--- src/rtl/disp_scan.sv ---
// disp_scan: converts a 10-bit balance and a 10-bit remaining time to 4-digit
// BCD (serial double-dabble, 10 clocks) and scans both results onto two
// multiplexed 4-digit displays with leading-zero blanking.
//
// Ports:
//   clk        system clock, rising edge
//   rst        asynchronous active-high reset
//   load       single-cycle request to capture bal/time_left (ignored while busy)
//   bal        balance, unsigned binary      -> right display group
//   time_left  remaining time, unsigned bin  -> left display group
//   busy       high while a conversion is running
//   ena_l/r    one-hot digit enables, both groups scan in lockstep
//   l_light    BCD of enabled time_left digit, 4'hF = blank
//   r_light    BCD of enabled bal digit,       4'hF = blank
module disp_scan #(
    parameter int unsigned SCAN_DIV = 100000
) (
    input  logic       clk,
    input  logic       rst,
    input  logic       load,
    input  logic [9:0] bal,
    input  logic [9:0] time_left,
    output logic       busy,
    output logic [3:0] ena_l,
    output logic [3:0] ena_r,
    output logic [3:0] l_light,
    output logic [3:0] r_light
);

    localparam int unsigned PW = $clog2(SCAN_DIV);
    localparam logic [PW-1:0] PRESC_TC = PW'(SCAN_DIV - 1);

    typedef enum logic {IDLE, CONV} state_e;

    state_e state_q, state_d;

    logic [9:0]    bin_b_q, bin_b_d, bin_t_q, bin_t_d;
    logic [15:0]   bcd_b_q, bcd_b_d, bcd_t_q, bcd_t_d;
    logic [3:0]    step_q, step_d;
    logic [15:0]   disp_b_q, disp_b_d, disp_t_q, disp_t_d;
    logic [PW-1:0] presc_q, presc_d;
    logic [1:0]    idx_q, idx_d;
    logic [3:0]    ena_q, ena_d;
    logic [3:0]    l_q, l_d, r_q, r_d;
    logic [15:0]   adj_b, adj_t;

    // Double-dabble correction: add 3 to every nibble >= 5 before shifting.
    function automatic logic [15:0] dd_adj(input logic [15:0] v);
        logic [15:0] r;
        r = v;
        for (int unsigned n = 0; n < 4; n++) begin
            if (v[4*n +: 4] >= 4'd5) r[4*n +: 4] = v[4*n +: 4] + 4'd3;
        end
        return r;
    endfunction

    // Digit select with leading-zero blanking: blank when this nibble and all
    // higher ones are zero, except the ones digit.
    function automatic logic [3:0] pick(input logic [15:0] d, input logic [1:0] idx);
        logic [15:0] sh;
        sh = d >> {idx, 2'b00};
        if (idx != 2'd0 && sh == '0) return 4'hF;
        return sh[3:0];
    endfunction

    // FSM state register
    always_ff @(posedge clk or posedge rst) begin
        if (rst) state_q <= IDLE;
        else     state_q <= state_d;
    end

    // FSM next state
    always_comb begin
        state_d = state_q;
        case (state_q)
            IDLE: if (load)           state_d = CONV;
            CONV: if (step_q == 4'd9) state_d = IDLE;
            default:                  state_d = IDLE;
        endcase
    end

    // FSM outputs
    always_comb begin
        busy = (state_q == CONV);
    end

    // Conversion datapath and scan logic
    always_comb begin
        bin_b_d  = bin_b_q;
        bin_t_d  = bin_t_q;
        bcd_b_d  = bcd_b_q;
        bcd_t_d  = bcd_t_q;
        step_d   = step_q;
        disp_b_d = disp_b_q;
        disp_t_d = disp_t_q;
        adj_b    = dd_adj(bcd_b_q);
        adj_t    = dd_adj(bcd_t_q);

        if (state_q == IDLE && load) begin
            bin_b_d = bal;
            bin_t_d = time_left;
            bcd_b_d = '0;
            bcd_t_d = '0;
            step_d  = '0;
        end else if (state_q == CONV) begin
            bcd_b_d = {adj_b[14:0], bin_b_q[9]};
            bcd_t_d = {adj_t[14:0], bin_t_q[9]};
            bin_b_d = {bin_b_q[8:0], 1'b0};
            bin_t_d = {bin_t_q[8:0], 1'b0};
            step_d  = step_q + 4'd1;
            if (step_q == 4'd9) begin
                disp_b_d = bcd_b_d;
                disp_t_d = bcd_t_d;
            end
        end

        presc_d = presc_q + PW'(1);
        idx_d   = idx_q;
        if (presc_q == PRESC_TC) begin
            presc_d = '0;
            idx_d   = idx_q + 2'd1;
        end

        // Output registers are fed from next-state values so the enable and
        // its digit (including a freshly converted one) change on one edge.
        ena_d = 4'b0001 << idx_d;
        l_d   = pick(disp_t_d, idx_d);
        r_d   = pick(disp_b_d, idx_d);
    end

    always_ff @(posedge clk or posedge rst) begin
        if (rst) begin
            bin_b_q  <= '0;
            bin_t_q  <= '0;
            bcd_b_q  <= '0;
            bcd_t_q  <= '0;
            step_q   <= '0;
            disp_b_q <= '0;
            disp_t_q <= '0;
            presc_q  <= '0;
            idx_q    <= '0;
            ena_q    <= 4'b0001;
            l_q      <= '0;
            r_q      <= '0;
        end else begin
            bin_b_q  <= bin_b_d;
            bin_t_q  <= bin_t_d;
            bcd_b_q  <= bcd_b_d;
            bcd_t_q  <= bcd_t_d;
            step_q   <= step_d;
            disp_b_q <= disp_b_d;
            disp_t_q <= disp_t_d;
            presc_q  <= presc_d;
            idx_q    <= idx_d;
            ena_q    <= ena_d;
            l_q      <= l_d;
            r_q      <= r_d;
        end
    end

    assign ena_l   = ena_q;
    assign ena_r   = ena_q;
    assign l_light = l_q;
    assign r_light = r_q;

endmodule

--- config.mk ---
export PLATFORM = sky130hd
export DESIGN_NAME = disp_scan
export DESIGN_NICKNAME = d
export VERILOG_FILES = /design/src/rtl/disp_scan.sv
export SDC_FILE = /design/constraint.sdc
export NUM_CORES = 1
export LEC_CHECK = 0
export CAP_MARGIN = 10
export CELL_PAD_IN_SITES_DETAIL_PLACEMENT = 1
export CELL_PAD_IN_SITES_GLOBAL_PLACEMENT = 2
export CORE_ASPECT_RATIO = 0.7
export CORE_UTILIZATION = 41
export CTS_CLUSTER_SIZE = 30
export DETAILED_ROUTE_END_ITERATION = 6
export MAX_ROUTING_LAYER = met4
export PLACE_DENSITY = 0.92
export SETUP_SLACK_MARGIN = 0.02
export SYNTH_ARGS = -nofsm -noshare
export SYNTH_HDL_FRONTEND = slang
export SYNTH_SLANG_ARGS = --single-unit
--- constraint.sdc ---
create_clock -name clk -period 7.9 [get_ports clk]
set_input_delay 1.58 -clock clk [delete_from_list [all_inputs] [get_ports clk]]
set_output_delay 1.58 -clock clk [all_outputs]
set_load 0.05 [all_outputs]
# == Word-level counts from Yosys, hierarchy flattened ==
# Index checks and enable logic that the tools add are counted.
# totals
in_bits,23
ramBits,0
mem_bits_ro,0
mem_count,0
register_bits,120
latch_bits,0
wordCells,80
output_inout_bits,17
# classes
shifts,3
muxes,35
n_mul,0
n_addsub,11
n_bitwise,1
reduce_logical,7
n_eq_ne,2
n_lt_le_gt_ge,8
div,0
# ops
op,n
16-bit two-way mux,10
4-bit two-way mux,12
10-bit two-way mux,4
"4-bit by 3-bit greater-or-equal comparator with 1-bit output, second input constant",8
16-bit logical NOT,2
16-bit by 4-bit >> shifter with 16-bit output,2
"4-bit by 2-bit adder with 4-bit output, second input constant",6
"17-bit by 1-bit adder with 17-bit output, second input constant",1
"17-bit equality test, second input constant",1
17-bit two-way mux,1
"3-bit by 2-bit adder with 3-bit output, second input constant",2
3-bit two-way mux,2
"4-bit by 1-bit adder with 4-bit output, second input constant",1
"4-bit equality test, second input constant",1
1-bit two-way mux,4
2-bit nonzero test,2
"1-bit by 2-bit << shifter with 4-bit output, first input constant",1
1-bit logical AND,3
"2-bit by 1-bit adder with 2-bit output, second input constant",1
2-bit two-way mux,1
1-bit one-hot mux with 2 select lines,1
1-bit inverter,1

# == Depth between registers and ports, before layout ==
# logic_depth
depth_word,10
depth_mapped,13
mapped_depth_nobuf,12

# == Worst setup path after synthesis ==
# OpenSTA, ideal clock, no wires.
# synth_timing
path_kind,input to register
startpoint,input port load
endpoint,register bin_b_q[1]
t_required_ns,7.764
n_path_buf,2
stages,4
arrival_time_ns,2.482
setup_slack_ns,5.283
setup_time_ns,0.136
cell_sequence,clkbuf_1 > clkbuf_1 > mux2i_1 > o21ai_0
# synth_between
elab_chain_cells,2
elab_cells_between_ends,3
classes_between,mux: 1; reduce/logical: 2
# synth_lines
element,line_no,rtl
"start, declared",20,"input logic load,"
1-bit logical AND *,99,if (state_q == IDLE && load) begin
10-bit two-way mux or 2-bit nonzero test (tied branches),--,
"end signal, assigned",146,bin_b_q <= bin_b_d;
"end, declared",37,"logic [9:0] bin_b_q, bin_b_d, bin_t_q, bin_t_d;"
# Every way passes the cells marked *; elsewhere a longest branch is shown, timed or not.
# A chain may end at the register's enable or synchronous reset.

# == Worst setup path after layout ==
# layout_timing
startpoint,register ena_q[0] (netlist: ena_l[0])
endpoint,output port ena_r[0]
# layout_rtl
element,line_no,rtl
"start, declared",43,"logic [3:0] ena_q, ena_d;"
"start signal, assigned",155,ena_q <= ena_d;
"end, declared",25,"output logic [3:0] ena_r,"
# No word-level cell between the ends.

==> qor.yml <==
dp.cells: 913
maxCapViolCount: 0
core_area_mm2: 0.0156
grt_usage: 0.250
synth.distinct_cells: 70
dieArea_mm2: 0.0166
rows: 38
yosysSeqAreaShare: 0.456
antenna_found_initial: 0
worst_slew_pin_slew_ns: 1.06
min_path_type: "reg -> reg"
cts_resized: 0
cts_tree: "done"
path_delay_family: "buffers and inverters"
routed.top_layer: "met4"
min_period_ns: 3.33
setup_tns_ns: 0
synth_edf_count: 0
portBuffers: 39
die_h_um: 108
clockRootBuffer: "clkbuf_16"
synth_area_mm2: 0.00659
clockBufferDepth: 2
power.leakage_nw: 3.40
worstSetupEndpointType: "output port"
nets: 774
cpMaxStageDelayCell: "clkdlybuf4s50_1"
ir_drop_v: 0.000156
grt-ovfl-total: 0
cp_cell_sequence: "clkdlybuf4s50_1"
clock_sinks: 120
yosys.area.top_type: "dfrtp_1"
max_freq_ghz: 0.300
cts_hold_buf: 0
synthToLayoutAreaGrowth_pct: 15.8
ant_nets: 0
hold_violations: 0
synth.area.top_cells: "dfrtp_1 45%, nand2_1 5.9%, o21ai_0 4.3%"
synth-warning-count: 0
relSlewSlack: 0.288
drive_gt1_frac: 0.0913
start_kind: "flop"
layout.cells.non_filler: 945
synth_top_area_frac: 0.452
required_ns: 6.32
gp_congestion: 0.864
viasPerCell: 5.81
clock_latency_ns: 0.42
cp.arrival_ns: 1.75
drv_slew: 0
dp_hpwl_um: 12300
path_class: "reg -> out"
wl_per_cell_um: 19.6
cts_made_buffers: 17
htreeDepth: 4
grt_pass1_wl_um: 31400
wl_met2_um: 8700
grt_pass1_vias: 5895
routed_wl_um: 18600
dr_total_vias: 5494
final.setup_skew_ns: 0.00891
synth_seq_cells: 120
netlist_instances: 713
drc: 0
grt_max_degree: 78
num_antenna_cells: 0
status: "complete, no violations"
io_pins: 40
timing.final.crit_share: 0.422
rsz0062_at_grt: "no"
path_clk_slew_ns: 0.06
max_stage_delay_ns: 0.80
drt-initial-drc-count: 334
avgSynthCellArea_um2: 9.25
drtPass1Iterations: 4
setup_viol: 0
route.met3.wl_um: 811
start_util: 0.423
die_w_um: 154
synthArstFlopShare: 1.00
cts_setup_buffers: 0
critPathBufInv: 1
path_max_fanout: 2
power.density_mw_per_mm2: 412
synthesis.nets: 755
synthFlopType: "dfrtp_1"
met1_length_um: 8700
==> registers in the layout, summed over array words and instances, names as in the netlist <==
name / cells
bin_t_q: 10
bcd_t_q: 16
busy: 1
ena_l: 4
r_light: 4
bcd_b_q: 16
disp_t_q: 16
disp_b_q: 16
bin_b_q: 10
step_q: 4
presc_q: 17
l_light: 4
idx_q: 2
==> placed cells by master, fill, tap and decap left out, types with 7 or more instances in the layout <==
master,count
ha_1,19
nor2b_1,7
xnor2_1,13
mux2i_1,27
a211oi_1,10
nor3_1,17
a31oi_1,10
o21ai_0,57
clkbuf_16,17
nand3_1,21
nand2b_1,11
and2_1,7
clkdlybuf4s50_1,39
o21ai_1,8
xor2_1,9
o22ai_1,8
dfrtp_1,118
inv_1,30
nor2_1,55
clkinv_2,7
a31o_2,8
nand2_1,104
o31ai_1,18
a21oi_1,23
a21o_1,10
==> cells by family (layout without fill, tap and decap cells) <==
kind of cell / after synthesis / after routing / share of synthesized area
DFF: 120 / 120 / 0.456
AOI/OAI and AO/OA: 184 / 184 / 0.184
buffers and inverters: 76 / 108 / 0.0507
xor gates and xnor gates: 22 / 22 / 0.0292
muxes: 33 / 33 / 0.0547
and+or+nand+nor: 259 / 259 / 0.190
adders and majority gates: 19 / 19 / 0.0361
==> worst min-delay path: stages (launching register included) <==
cell     delay (ns)
dfrtp_1        0.34
nand2_1        0.05
o21ai_0        0.06
==> per-stage QoR <==
stage | setup WS [ns] | hold slack [ns] | instance area (um^2) | power [W] | util
finish | 4.57 | 0.488 | 7630 | 0.00314 | 0.489
global route | 4.41 | 0.515 | 7630 | 0.00336 | 0.489
detailed placement | 4.34 | 0.469 | 7060 | 0.00236 | 0.453
floorplan | 3.14 | 0.434 | 6590 | 0.00197 | -
CTS | 4.55 | 0.492 | 7630 | 0.00316 | 0.489
global placement | 4.41 | 0.447 | 7060 | 0.00226 | 0.453
==> Yosys cell counts (6+ instances only) <==
cell type / n
buf_2: 9
o22ai_1: 8
or3_1: 6
nand2_1: 104
ha_1: 19
a31o_2: 8
a21o_1: 10
o21ai_1: 8
inv_1: 31
a21oi_1: 23
nor3_1: 17
nor2_1: 55
buf_4: 6
mux2i_1: 27
o21ai_0: 57
clkbuf_1: 26
a31oi_1: 10
and2_1: 7
nand2b_1: 11
nor2b_1: 7
a211oi_1: 10
xnor2_1: 13
nand3_1: 21
dfrtp_1: 119
xor2_1: 9
o31ai_1: 18
==> cell type report <==
class | instances | area [um^2]
clock buffers | 18 | 439
inverters | 32 | 123
flip-flops and latches | 120 | 3010
clock inverters | 14 | 133
well taps | 200 | 250
multi-input cells | 517 | 3250
repair buffers | 44 | 428
fillers | 1766 | 7960
==> worst paths after layout <==
kind / from / end / slack [ns] / depth (start not counted)
max in group asynchronous: rst / l_light[1] / 4.88 / 3
setup / recovery: ena_l[0] / ena_r[0] / 4.57 / 1
hold reg to reg: bin_b_q[4] / bin_b_q[5] / 0.49 / 2
hold / removal: bin_b_q[4] / bin_b_q[5] / 0.49 / 2
setup reg to reg: busy / l_light[3] / 4.68 / 9
min in group asynchronous: rst / bin_t_q[6] / 1.63 / 2
==> power by group <==
part	internal (W)	switching (W)	total (W)
Combinational	0.000506	0.000848	0.00135
Clock	0.000467	0.000291	0.000758
Sequential	0.000842	0.000189	0.00103
Total	0.00182	0.00133	0.00314
==> per-layer routing <==
metal | vias up | GRT usage
met5 | - | -
met4 | 0 | 0.0700
met3 | 35 | 0.0533
met2 | 111 | 0.397
met1 | 2785 | 0.325
li1 | 2563 | -
No activity file was read; power rests on OpenSTA's default activity.
==> RTL change, RTL diff (same flow settings) <==
`SCAN_DIV`: 100000 -> 25000.
--- a/src/rtl/disp_scan.sv
+++ b/src/rtl/disp_scan.sv
@@ -14,5 +14,5 @@
 //   r_light    BCD of enabled bal digit,       4'hF = blank
 module disp_scan #(
-    parameter int unsigned SCAN_DIV = 100000
+    parameter int unsigned SCAN_DIV = 25000
 ) (
     input  logic       clk,
Function: no difference found for any inputs over 10 cycles, from zero or initial values and one cycle with rst high; that may be too few to reach the edited logic, so the function may still have changed.
==> RTL change against the unedited design <==
The flow now finishes with violations (DRC); worst setup slack worse by 0.61 ns; wire length is 4.5% lower; global-route usage is 1.3 points lower; utilization is 0.53 points higher; power is 2.2% higher; synthesized area is 1.8% lower; fmax is 15% lower; sequential cell count is 2 lower; cell area is 0.16% higher; hold slack worse by 0.019 ns; critical path type is now flop to flop; largest cell class unchanged; largest power group unchanged.
==> RTL change: results (changes against the unedited design) <==
Register area share after synthesis: 45.62% (+0.055 points)
Root Driver: clkbuf_16
Met3 WL: 651 um (-20%)
Nets: 750 (-3.1%)
Slew headroom: 22.90% (-5.9 points)
Number of global-route vias before repair: 5640 (-4.3%)
Largest net degree at the start of global routing: 61 (-22%)
Failing checks: DRC
Gpl congestion: 0.8605 (-0.35%)
Syn Nets: 724 (-4.1%)
Drt via density: 5.758 (-0.96%)
Worst Hold Launch: presc_q[0]
Status: finished, violations left
Iteration-0 DRC Markers: 316 (-5.4%)
Avg WL per Cell: 19.23 um (-2.1%)
Worst Path Max Fanout: 47 (+45)
DPL Wire Length: 12150 um (-1.3%)
Launch point of the worst path: busy
Setup Skew: 0.007075 ns (-0.001839 ns)
Post-DP Area: 6999 um2 (-0.87%)
Peak supply drop: 0.0001806 V (+15%)
Placed insts: 889 (-2.6%)
Worst hold slack: 0.4697 ns (-0.01873 ns)
Met2 routed WL: 8148 um (-6.4%)
Commonest cells in the netlist: 117 x dfrtp_1, 86 x nand2_1, 51 x o21ai_0
# DRC: 2 (+2)
Share of cells above drive strength 1: 9.570% (+0.44 points)
Largest cells by area after synthesis: dfrtp_1 45%, nand2_1 5.0%, o31ai_1 4.2%, mux2i_1 4.0%, o21ai_0 3.9%
Async set or reset register ratio after synthesis: 100.0% (unchanged)
Post-Syn Instances: 682 (-4.3%)
Via Count: 5303 (-3.5%)
Static Leak: 3.262 nW (-4.0%)
Total track usage: 23.69% (-1.3 points)
Yosys cell types: 71 (+1.4%)
1st-pass router iterations: 6 (+2)
Routed met1 length: 8563 um (-1.5%)
Worst EP arrival: 4.24 ns (+2.49 ns)
Internal reg-to-reg setup slack: 3.96 ns (-0.72 ns)
First-pass GRT wire length: 29500 um (-6.1%)
[RTL change: cell type report]
class                      count  area (um2)
fill                        1717        7807
multi-input combinational    488        3211
sequential                   118        2955
timing repair buffer          47       445.4
clock buffer                  19       442.9
tap                          200       250.2
clock inverter                13       202.7
inverter                      36       137.6
[RTL change: logic make-up after synthesis]
logic type	after synthesis	synth area share [%]
mux	39	6.628
buf+inv	76	4.792
compound gates	175	18.15
xor+xnor	18	2.435
flops	118	45.62
fa+ha+maj	19	3.672
simple gates	237	18.71
[RTL change: final timing paths]
check                                    to  cells past startpoint
worst max-delay path             r_light[1]                      9
worst min-delay path             presc_q[0]                      1
worst max register to register   r_light[1]                      9
worst min register to register   presc_q[0]                      1
max in group asynchronous              busy                      3
min in group asynchronous       bcd_b_q[14]                      2
[RTL change: metal layers]
layer / up-vias / track usage, %
met5: - / -
met3: 24 / 4.527
li1: 2504 / -
met1: 2658 / 30.86
met4: 0 / 8.819
met2: 117 / 36.90
[RTL change: report_power, final]
part / leakage (nW) / internal [mW] / switching [mW]
Combinational: 1.46 / 0.500 / 0.813
Clock: 0.313 / 0.567 / 0.296
Sequential: 1.49 / 0.838 / 0.198
Total: 3.26 / 1.90 / 1.31
[RTL change: through the flow]
stage	total power, mW	setup slack (ns)	util (%)
floorplan	1.945	3.193	-
global placement	2.252	4.285	45.30
detailed placement	2.343	4.030	45.30
CTS	3.223	4.012	49.47
global route	3.431	3.655	49.47
finish	3.212	3.956	49.47
[RTL change: critical path: stages (launching register included)]
cell and delay (ns):
dfrtp_2 0.80, buf_4 0.51, nand4b_1 0.61, buf_4 0.44, nand2_1 0.10, o31ai_1 0.12, or4_1 0.50, nor4_1 0.18
o22ai_1 0.18, o31ai_1 0.35
